[src/rtl/qspi_flash_responder_if.sv]
// Pin and memory-port bundle between a QSPI flash responder (slave) and
// the host side that drives the SPI link and serves the byte memory (master).
interface qspi_flash_responder_if #(
  parameter int ADDR_W = 24
);
  logic              spi_sclk;
  logic              spi_cs_n;
  logic [3:0]        io_in;
  logic [3:0]        io_out;
  logic [3:0]        io_oe;
  logic              mem_rd;
  logic [ADDR_W-1:0] mem_addr;
  logic [7:0]        mem_rdata;
  logic              busy;
  logic              cont_mode;

  modport slave (
    input  spi_sclk, spi_cs_n, io_in, mem_rdata,
    output io_out, io_oe, mem_rd, mem_addr, busy, cont_mode
  );

  modport master (
    output spi_sclk, spi_cs_n, io_in, mem_rdata,
    input  io_out, io_oe, mem_rd, mem_addr, busy, cont_mode
  );
endinterface

[src/rtl/qspi_flash_responder.sv]
// SPI/QSPI flash target answering READ (0x03) and Quad I/O Fast Read (0xEB),
// serving bytes from a synchronous memory; SPI pins oversampled in clk domain.
module qspi_flash_responder #(
  parameter int ADDR_W       = 24,
  parameter int DUMMY_CYCLES = 4,
  parameter int SYNC_STAGES  = 2
) (
  input  logic                  clk,
  input  logic                  reset,
  qspi_flash_responder_if.slave bus
);

  typedef enum logic [3:0] {
    IDLE, CMD, ADDR_S, ADDR_Q, MODE, DUMMY, DATA_S, DATA_Q, IGNORE
  } state_t;

  localparam logic [7:0] DUMMY_LAST = 8'(DUMMY_CYCLES - 1);

  logic [SYNC_STAGES-1:0] sclk_sync_q;
  logic [SYNC_STAGES-1:0] cs_sync_q;
  logic [3:0]             io_sync_q [SYNC_STAGES];
  logic                   sclk_prev_q;

  state_t            state_q;
  logic [7:0]        cnt_q;
  logic [23:0]       sr_q;
  logic [ADDR_W-1:0] addr_q;
  logic [7:0]        buf_q;
  logic [7:0]        sh_q;
  logic              rd_vld_q;
  logic              mem_rd_q;
  logic [ADDR_W-1:0] mem_addr_q;
  logic [3:0]        io_out_q;
  logic [3:0]        io_oe_q;
  logic              cont_q;

  logic              sclk_s, cs_s, rise, fall;
  logic [3:0]        io_s;
  logic [23:0]       sr1_d, sr4_d;
  logic [ADDR_W-1:0] addr_inc_d;

  // cs_n resets to deasserted so busy reads 0 while in reset
  always_ff @(posedge clk or negedge reset) begin
    if (!reset) begin
      sclk_sync_q <= '0;
      cs_sync_q   <= '1;
      sclk_prev_q <= 1'b0;
      for (int i = 0; i < SYNC_STAGES; i++) io_sync_q[i] <= '0;
    end else begin
      sclk_sync_q[0] <= bus.spi_sclk;
      cs_sync_q[0]   <= bus.spi_cs_n;
      io_sync_q[0]   <= bus.io_in;
      for (int i = 1; i < SYNC_STAGES; i++) begin
        sclk_sync_q[i] <= sclk_sync_q[i-1];
        cs_sync_q[i]   <= cs_sync_q[i-1];
        io_sync_q[i]   <= io_sync_q[i-1];
      end
      sclk_prev_q <= sclk_sync_q[SYNC_STAGES-1];
    end
  end

  always_comb begin
    sclk_s     = sclk_sync_q[SYNC_STAGES-1];
    cs_s       = cs_sync_q[SYNC_STAGES-1];
    io_s       = io_sync_q[SYNC_STAGES-1];
    rise       = sclk_s & ~sclk_prev_q;
    fall       = ~sclk_s & sclk_prev_q;
    sr1_d      = {sr_q[22:0], io_s[0]};
    sr4_d      = {sr_q[19:0], io_s};
    addr_inc_d = addr_q + {{(ADDR_W-1){1'b0}}, 1'b1};
  end

  always_ff @(posedge clk or negedge reset) begin
    if (!reset) begin
      state_q    <= IDLE;
      cnt_q      <= '0;
      sr_q       <= '0;
      addr_q     <= '0;
      buf_q      <= '0;
      sh_q       <= '0;
      rd_vld_q   <= 1'b0;
      mem_rd_q   <= 1'b0;
      mem_addr_q <= '0;
      io_out_q   <= '0;
      io_oe_q    <= '0;
      cont_q     <= 1'b0;
    end else begin
      mem_rd_q <= 1'b0;
      rd_vld_q <= mem_rd_q;
      if (rd_vld_q) buf_q <= bus.mem_rdata;

      // Deselect outranks any sclk edge seen in the same clk
      if (cs_s) begin
        state_q  <= IDLE;
        cnt_q    <= '0;
        io_oe_q  <= '0;
        io_out_q <= '0;
      end else begin
        unique case (state_q)
          IDLE: begin
            cnt_q   <= '0;
            state_q <= cont_q ? ADDR_Q : CMD;
          end
          CMD: if (rise) begin
            sr_q  <= sr1_d;
            cnt_q <= cnt_q + 8'd1;
            if (cnt_q == 8'd7) begin
              cnt_q <= '0;
              if (sr1_d[7:0] == 8'h03)      state_q <= ADDR_S;
              else if (sr1_d[7:0] == 8'hEB) state_q <= ADDR_Q;
              else                          state_q <= IGNORE;
            end
          end
          ADDR_S: if (rise) begin
            sr_q  <= sr1_d;
            cnt_q <= cnt_q + 8'd1;
            if (cnt_q == 8'd23) begin
              cnt_q      <= '0;
              addr_q     <= sr1_d[ADDR_W-1:0];
              mem_addr_q <= sr1_d[ADDR_W-1:0];
              mem_rd_q   <= 1'b1;
              io_oe_q    <= 4'b0010;
              state_q    <= DATA_S;
            end
          end
          ADDR_Q: if (rise) begin
            sr_q  <= sr4_d;
            cnt_q <= cnt_q + 8'd1;
            if (cnt_q == 8'd5) begin
              cnt_q   <= '0;
              addr_q  <= sr4_d[ADDR_W-1:0];
              state_q <= MODE;
            end
          end
          MODE: if (rise) begin
            sr_q  <= sr4_d;
            cnt_q <= cnt_q + 8'd1;
            if (cnt_q == 8'd1) begin
              cnt_q  <= '0;
              cont_q <= (sr4_d[5:4] == 2'b10);
              if (DUMMY_CYCLES == 0) begin
                mem_addr_q <= addr_q;
                mem_rd_q   <= 1'b1;
                io_oe_q    <= 4'b1111;
                state_q    <= DATA_Q;
              end else begin
                state_q <= DUMMY;
              end
            end
          end
          DUMMY: if (rise) begin
            cnt_q <= cnt_q + 8'd1;
            if (cnt_q == DUMMY_LAST) begin
              cnt_q      <= '0;
              mem_addr_q <= addr_q;
              mem_rd_q   <= 1'b1;
              io_oe_q    <= 4'b1111;
              state_q    <= DATA_Q;
            end
          end
          // First beat of a byte loads from the prefetch buffer and fetches addr+1
          DATA_S: if (fall) begin
            cnt_q <= (cnt_q == 8'd7) ? 8'd0 : cnt_q + 8'd1;
            if (cnt_q == 8'd0) begin
              io_out_q   <= {2'b00, buf_q[7], 1'b0};
              sh_q       <= {buf_q[6:0], 1'b0};
              addr_q     <= addr_inc_d;
              mem_addr_q <= addr_inc_d;
              mem_rd_q   <= 1'b1;
            end else begin
              io_out_q <= {2'b00, sh_q[7], 1'b0};
              sh_q     <= {sh_q[6:0], 1'b0};
            end
          end
          DATA_Q: if (fall) begin
            if (cnt_q == 8'd0) begin
              cnt_q      <= 8'd1;
              io_out_q   <= buf_q[7:4];
              sh_q       <= {buf_q[3:0], 4'b0000};
              addr_q     <= addr_inc_d;
              mem_addr_q <= addr_inc_d;
              mem_rd_q   <= 1'b1;
            end else begin
              cnt_q    <= 8'd0;
              io_out_q <= sh_q[7:4];
            end
          end
          IGNORE: begin
            io_oe_q <= '0;
          end
          default: state_q <= IDLE;
        endcase
      end
    end
  end

  assign bus.io_out    = io_out_q;
  assign bus.io_oe     = io_oe_q;
  assign bus.mem_rd    = mem_rd_q;
  assign bus.mem_addr  = mem_addr_q;
  assign bus.busy      = ~cs_s;
  assign bus.cont_mode = cont_q;

endmodule

[src/flat_wrapper.sv]
// flat-port wrapper written by rule: the top's interface ports become plain ports
module qspi_flash_responder_flat 
#(
  parameter int ADDR_W       = 24,
  parameter int DUMMY_CYCLES = 4,
  parameter int SYNC_STAGES  = 2
)
  (clk, reset, bus_spi_sclk, bus_spi_cs_n, bus_io_in, bus_mem_rdata, bus_io_out, bus_io_oe, bus_mem_rd, bus_mem_addr, bus_busy, bus_cont_mode);
  qspi_flash_responder_if #(.ADDR_W(ADDR_W)) bus_i ();
  input  logic clk;
  input  logic reset;
  input wire logic [$bits(bus_i.spi_sclk)-1:0] bus_spi_sclk;
  input wire logic [$bits(bus_i.spi_cs_n)-1:0] bus_spi_cs_n;
  input wire logic [$bits(bus_i.io_in)-1:0] bus_io_in;
  input wire logic [$bits(bus_i.mem_rdata)-1:0] bus_mem_rdata;
  output wire logic [$bits(bus_i.io_out)-1:0] bus_io_out;
  output wire logic [$bits(bus_i.io_oe)-1:0] bus_io_oe;
  output wire logic [$bits(bus_i.mem_rd)-1:0] bus_mem_rd;
  output wire logic [$bits(bus_i.mem_addr)-1:0] bus_mem_addr;
  output wire logic [$bits(bus_i.busy)-1:0] bus_busy;
  output wire logic [$bits(bus_i.cont_mode)-1:0] bus_cont_mode;
  assign bus_i.spi_sclk = bus_spi_sclk;
  assign bus_i.spi_cs_n = bus_spi_cs_n;
  assign bus_i.io_in = bus_io_in;
  assign bus_i.mem_rdata = bus_mem_rdata;
  assign bus_io_out = bus_i.io_out;
  assign bus_io_oe = bus_i.io_oe;
  assign bus_mem_rd = bus_i.mem_rd;
  assign bus_mem_addr = bus_i.mem_addr;
  assign bus_busy = bus_i.busy;
  assign bus_cont_mode = bus_i.cont_mode;
  qspi_flash_responder #(.ADDR_W(ADDR_W), .DUMMY_CYCLES(DUMMY_CYCLES), .SYNC_STAGES(SYNC_STAGES)) u_core (.clk(clk), .reset(reset), .bus(bus_i));
endmodule
[config.mk]
export PLATFORM = sky130hd
export DESIGN_NAME = qspi_flash_responder_flat
export DESIGN_NICKNAME = d
export VERILOG_FILES = /design/src/rtl/qspi_flash_responder_if.sv /design/src/rtl/qspi_flash_responder.sv /design/src/flat_wrapper.sv
export SDC_FILE = /design/constraint.sdc
export NUM_CORES = 1
export LEC_CHECK = 0
export BUFFER_PORTS_ARGS = -buffer_cell sky130_fd_sc_hd__buf_2
export CAP_MARGIN = 5
export CORE_UTILIZATION = 30
export CTS_BUF_LIST = sky130_fd_sc_hd__clkbuf_8
export DETAILED_ROUTE_END_ITERATION = 12
export HOLD_SLACK_MARGIN = 0.03
export MAX_ROUTING_LAYER = met4
export SLEW_MARGIN = 15
export SYNTH_ARGS = -nofsm -noshare
export SYNTH_HDL_FRONTEND = slang
export SYNTH_SLANG_ARGS = --single-unit
[constraint.sdc]
create_clock -name clk -period 3.3 [get_ports clk]
set_input_delay 0.33 -clock clk [delete_from_list [all_inputs] [get_ports clk]]
set_output_delay 0.33 -clock clk [all_outputs]
set_load 0.02 [all_outputs]
==> tab_implementation.tex <==
\begin{tabular}{lr}
\hline
Metric & Value \\
\hline
\multicolumn{2}{l}{\textbf{Outcome}} \\
\quad Run status & finished clean \\
\multicolumn{2}{l}{\textbf{Logic synthesis}} \\
\quad Post-synth top area cell & sky130\_fd\_sc\_hd\_\_dfrtp\_1 \\
\quad Main synth FF type & sky130\_fd\_sc\_hd\_\_dfrtp\_1 \\
\quad Proportion of synthesized chip area in sequential cells & between 40\% and 50\% \\
\quad Fraction of synthesis flops using an asynchronous set or reset pin & 100.0\% \\
\quad Flops \& latches, synth & 120 \\
\quad Number of library cell types mapped by synthesis & 69 \\
\quad Instance count of the mapped netlist & 740 \\
\quad Share of the synthesized area in the top cell type & between 40 and 50\% \\
\quad Count leader, synth & sky130\_fd\_sc\_hd\_\_dfrtp\_1 \\
\quad Post-Syn Area & approximately 0.0067 mm\^{}2 \\
\quad Post-synthesis average cell area & approximately 9 um\^{}2 \\
\quad Leading cell types by count after synthesis & sky130\_fd\_sc\_hd\_\_dfrtp\_1, sky130\_fd\_sc\_hd\_\_nand2\_1, sky130\_fd\_sc\_hd\_\_o21ai\_0 \\
\quad Cell types with the largest area share after synthesis & sky130\_fd\_sc\_hd\_\_dfrtp\_1, sky130\_fd\_sc\_hd\_\_mux2i\_1, sky130\_fd\_sc\_hd\_\_o21ai\_0 \\
\quad Number of warnings reported in the yosys synthesis log & 0 \\
\quad EDFF count, synth & 0 \\
\quad Synth Net Count & 761 \\
\multicolumn{2}{l}{\textbf{Drt}} \\
\quad Detail Route met2 WL & roughly 8.9 mm \\
\quad First drt pass iteration count & 5 \\
\quad Routed vias & 5880 \\
\quad DRC violation total after the first TritonRoute iteration & 477 \\
\quad Total length of routed met3 wires & $\sim$1 mm \\
\quad Average detailed-routed wire length per instance & 17.78 um \\
\quad Sum of routed wire length over all layers & between 15 and 20 mm \\
\quad Detail-routed via count per cell & around 5.5 \\
\quad Top layer in use & met4 \\
\quad Met1 routed wirelength after detailed routing & 8.925 mm \\
\quad Number of routed nets with antenna violations & 0 \\
\quad Number of design rule violations left after detail routing & 0 \\
\multicolumn{2}{l}{\textbf{STA}} \\
\quad RSZ-0062 raised after global routing & false \\
\quad Worst hold margin & 0.1136 ns \\
\quad Final number of max-transition violations & 0 \\
\quad Worst relative slew slack & between 30\% and 40\% \\
\quad Clock tree skew after final layout & 0.01156 ns \\
\quad Final Setup Violations & 0 \\
\quad Final min period & $\sim$2.7 ns \\
\quad Final TNS setup & 0 ns \\
\quad Hold Fails Final Rpt & 0 \\
\quad Share of the clock period used by the worst path & between 80\% and 90\% \\
\quad Fmax & $\sim$370 MHz \\
\quad Worst Max-Slew Pin Slew & just under 1 ns \\
\multicolumn{2}{l}{\textbf{Pwr}} \\
\quad Leakage component of the power & 3.244 nW \\
\quad Fraction of power consumed by sequential logic & around 44\% \\
\quad Combinational share of power & between 10\% and 20\% \\
\quad Switching part of the total & 29.65\% \\
\quad Proportion of power drawn by the clock network & between 40 and 50\% \\
\quad Largest voltage drop on the vdd net & approximately 0.23 mV \\
\quad Post-route total power & 3.828 mW \\
\quad Sw Pwr & between 1 and 1.5 mW \\
\quad Power per Cell Area & slightly below 500 mW/mm\^{}2 \\
\quad Internal Dissipation & 2.693 mW \\
\multicolumn{2}{l}{\textbf{Worst setup path}} \\
\quad Critical path arrival & 3.05 ns \\
\quad Required time of the critical path & approximately 3.6 ns \\
\quad Launch point of the worst reg-to-reg path & u\_core.state\_q[2] \\
\quad Beginning of the critical path & u\_core.state\_q[2] \\
\quad Element type at the critical path start & register \\
\quad Endpoint kind of the worst setup timing path & register \\
\quad Critical path fanouts, max & 18 \\
\quad CP Class & register to register \\
\quad Crit path cell chain & and3b\_1, nand4\_1, a221oi\_4, o21ai\_0, a21o\_1 \\
\quad Cell type of the slowest stage on the worst timing path & sky130\_fd\_sc\_hd\_\_dfrtp\_1 \\
\quad Critical Path Sink & u\_core.addr\_q[20] \\
\quad R2R Path End & u\_core.addr\_q[20] \\
\quad Slowest cell delay on critical path & 0.69 ns \\
\quad Worst reg-to-reg setup slack & slightly below 0.6 ns \\
\quad FF-to-FF path depth & 5 \\
\multicolumn{2}{l}{\textbf{Clock network}} \\
\quad Post-CTS Setup Bufs & 0 \\
\quad Resized Gates After CTS & 0 \\
\quad CTS tree & built \\
\quad Master cell of the clock root buffer & sky130\_fd\_sc\_hd\_\_clkbuf\_8 \\
\quad Clock buffer depth & 2 \\
\quad Clock-pin slew of the registers on the worst-case setup and hold paths & roughly 0.070 ns \\
\quad Cts bufs inserted & 17 \\
\quad Worst-skew pair later-pin latency & 0.45 ns \\
\quad Count of clock tree sinks & 120 \\
\quad Number of H-tree levels & 4 \\
\multicolumn{2}{l}{\textbf{Placement}} \\
\quad Final HPWL DP & roughly 13 mm \\
\quad Buffers on Ports & 50 \\
\quad Routability cong. & around 0.86 \\
\multicolumn{2}{l}{\textbf{Layout}} \\
\quad Fillers & 2286 \\
\quad Final net count & 804 \\
\quad Layout overhead on the synthesized area & 16.55\% \\
\quad Fraction of final layout cells sized beyond drive strength 1 & 16.48\% \\
\quad Antenna diodes & 0 \\
\multicolumn{2}{l}{\textbf{Floorplan}} \\
\quad Number of primary I/O pins & between 50 and 60 \\
\quad Standard cell core area & roughly 0.022 mm\^{}2 \\
\quad Full die area & between 0.02 and 0.025 mm\^{}2 \\
\quad Core Rows & 54 \\
\quad Starting density of the core & a little under a third \\
\quad Die width & 151.5 um \\
\quad Die Ht & 151.5 um \\
\multicolumn{2}{l}{\textbf{Global route}} \\
\quad Antenna violations before repair & 0 \\
\quad Remaining global-route overflow & 0 \\
\quad Pin count of the biggest net entering global routing & 57 \\
\quad All-layer global routing usage & 17.96\% \\
\quad Wire length of the first global-routing pass & 30.61 mm \\
\quad Number of global-route vias before repair & between 5k and 6k \\
\multicolumn{2}{l}{\textbf{Worst hold path}} \\
\quad Hold crit path type & input pin to register \\
\multicolumn{2}{l}{\textbf{Flow run}} \\
\quad Max-capacitance violation count & 0 \\
\hline
\end{tabular}
==> kinds of logic (layout without fill, tap and decap cells) <==
family	count (synthesis)	in the layout	share of synthesized area [%]
compound gates	233	233	22.60
xor+xnor	5	5	0.6532
fa+ha+maj	5	5	0.9330
buf+inv	72	127	4.777
flops	120	120	44.82
mux	47	47	7.203
simple gates	258	258	19.01
==> cell type report <==
type / instances / area [um^2] / area share [%]
clock buffer: 18 / 247.7 / 3.170
clock inverter: 13 / 203.9 / 2.610
inverter: 14 / 52.55 / 0.6724
multi-input combinational: 548 / 3420 / 43.76
sequential: 120 / 3005 / 38.46
tap: 280 / 350.3 / 4.483
timing repair buffer: 82 / 535.5 / 6.852
==> worst max-delay path, delay by kind of cell (launching register included) <==
family / cells / cell delay (ns)
DFF: 1 / 0.69
AOI/OAI and AO/OA: 3 / 0.98
and+or+nand+nor: 2 / 0.93
==> metrics by stage <==
stage	util [%]	worst slack, ns	instances	cell area (um^2)
CTS	35.70	0.5919	1075	7815
finish	35.70	0.5854	1075	7815
detailed placement	33.32	0.6214	1037	7293
global route	35.70	0.3346	1075	7815
global placement	33.32	0.7265	1037	7293
floorplan	-	1.002	740	6705
==> registers in the layout, summed over array words and instances, names as in the netlist, 7 cells and up <==
register             count
u_core.buf_q             8
u_core.sh_q              7
u_core.bus.mem_addr     24
u_core.addr_q           24
u_core.cnt_q             8
u_core.sr_q             23
==> worst min-delay path by stage <==
stage                                   to                start  cells after the start
after floorplan           u_core.addr_q[0]                reset                      0
after global placement      u_core.io_s[3]  u_core.io_sync_q[7]                      0
after detailed placement    u_core.io_s[3]  u_core.io_sync_q[7]                      0
after CTS                  u_core.buf_q[4]     bus_mem_rdata[4]                      2
after global routing       u_core.buf_q[4]     bus_mem_rdata[4]                      2
final                      u_core.buf_q[4]     bus_mem_rdata[4]                      2
==> timing repair <==
item	4_1_cts	5_1_grt
endpoints found under the hold margin	44	0
endpoints found under the setup margin	0	0
hold buffers	7	0
==> power groups by stage <==
stage          registers, mW  clock network [mW]  logic, mW
2_1_floorplan           1.62                   0      0.443
3_3_place_gp            1.70                   0      0.591
3_5_place_dp            1.70                   0      0.592
4_1_cts                 1.67                1.58      0.601
5_1_grt                 1.69                1.64      0.666
6_report                1.68                1.55      0.600
==> cell usage in the layout, fill, tap and decap left out, types with 6 or more instances in the layout <==
| cell | n |
|---|---|
| sky130_fd_sc_hd__dfrtp_1 | 118 |
| sky130_fd_sc_hd__nand2_1 | 88 |
| sky130_fd_sc_hd__o21ai_0 | 71 |
| sky130_fd_sc_hd__nor2_1 | 54 |
| sky130_fd_sc_hd__buf_2 | 49 |
| sky130_fd_sc_hd__mux2i_1 | 37 |
| sky130_fd_sc_hd__a21oi_1 | 35 |
| sky130_fd_sc_hd__buf_4 | 24 |
| sky130_fd_sc_hd__nand3_1 | 23 |
| sky130_fd_sc_hd__o21ai_1 | 18 |
| sky130_fd_sc_hd__clkbuf_8 | 18 |
| sky130_fd_sc_hd__a221oi_1 | 17 |
| sky130_fd_sc_hd__a211oi_1 | 16 |
| sky130_fd_sc_hd__inv_1 | 14 |
| sky130_fd_sc_hd__nand4_1 | 13 |
| sky130_fd_sc_hd__nor3_1 | 13 |
| sky130_fd_sc_hd__a31oi_1 | 13 |
| sky130_fd_sc_hd__nor4_1 | 12 |
| sky130_fd_sc_hd__and3_1 | 11 |
| sky130_fd_sc_hd__mux2_2 | 10 |
| sky130_fd_sc_hd__o22ai_1 | 8 |
| sky130_fd_sc_hd__nand3b_1 | 7 |
| sky130_fd_sc_hd__dlygate4sd3_1 | 7 |
| sky130_fd_sc_hd__a211o_1 | 6 |
| sky130_fd_sc_hd__a21o_1 | 6 |
==> layer usage <==
layer,vias up,global-route usage [%]
met1,2836,23.45
li1,2834,-
met5,-,-
met3,25,4.012
met4,0,4.604
met2,185,28.13
(Power assumes the default switching activity.)
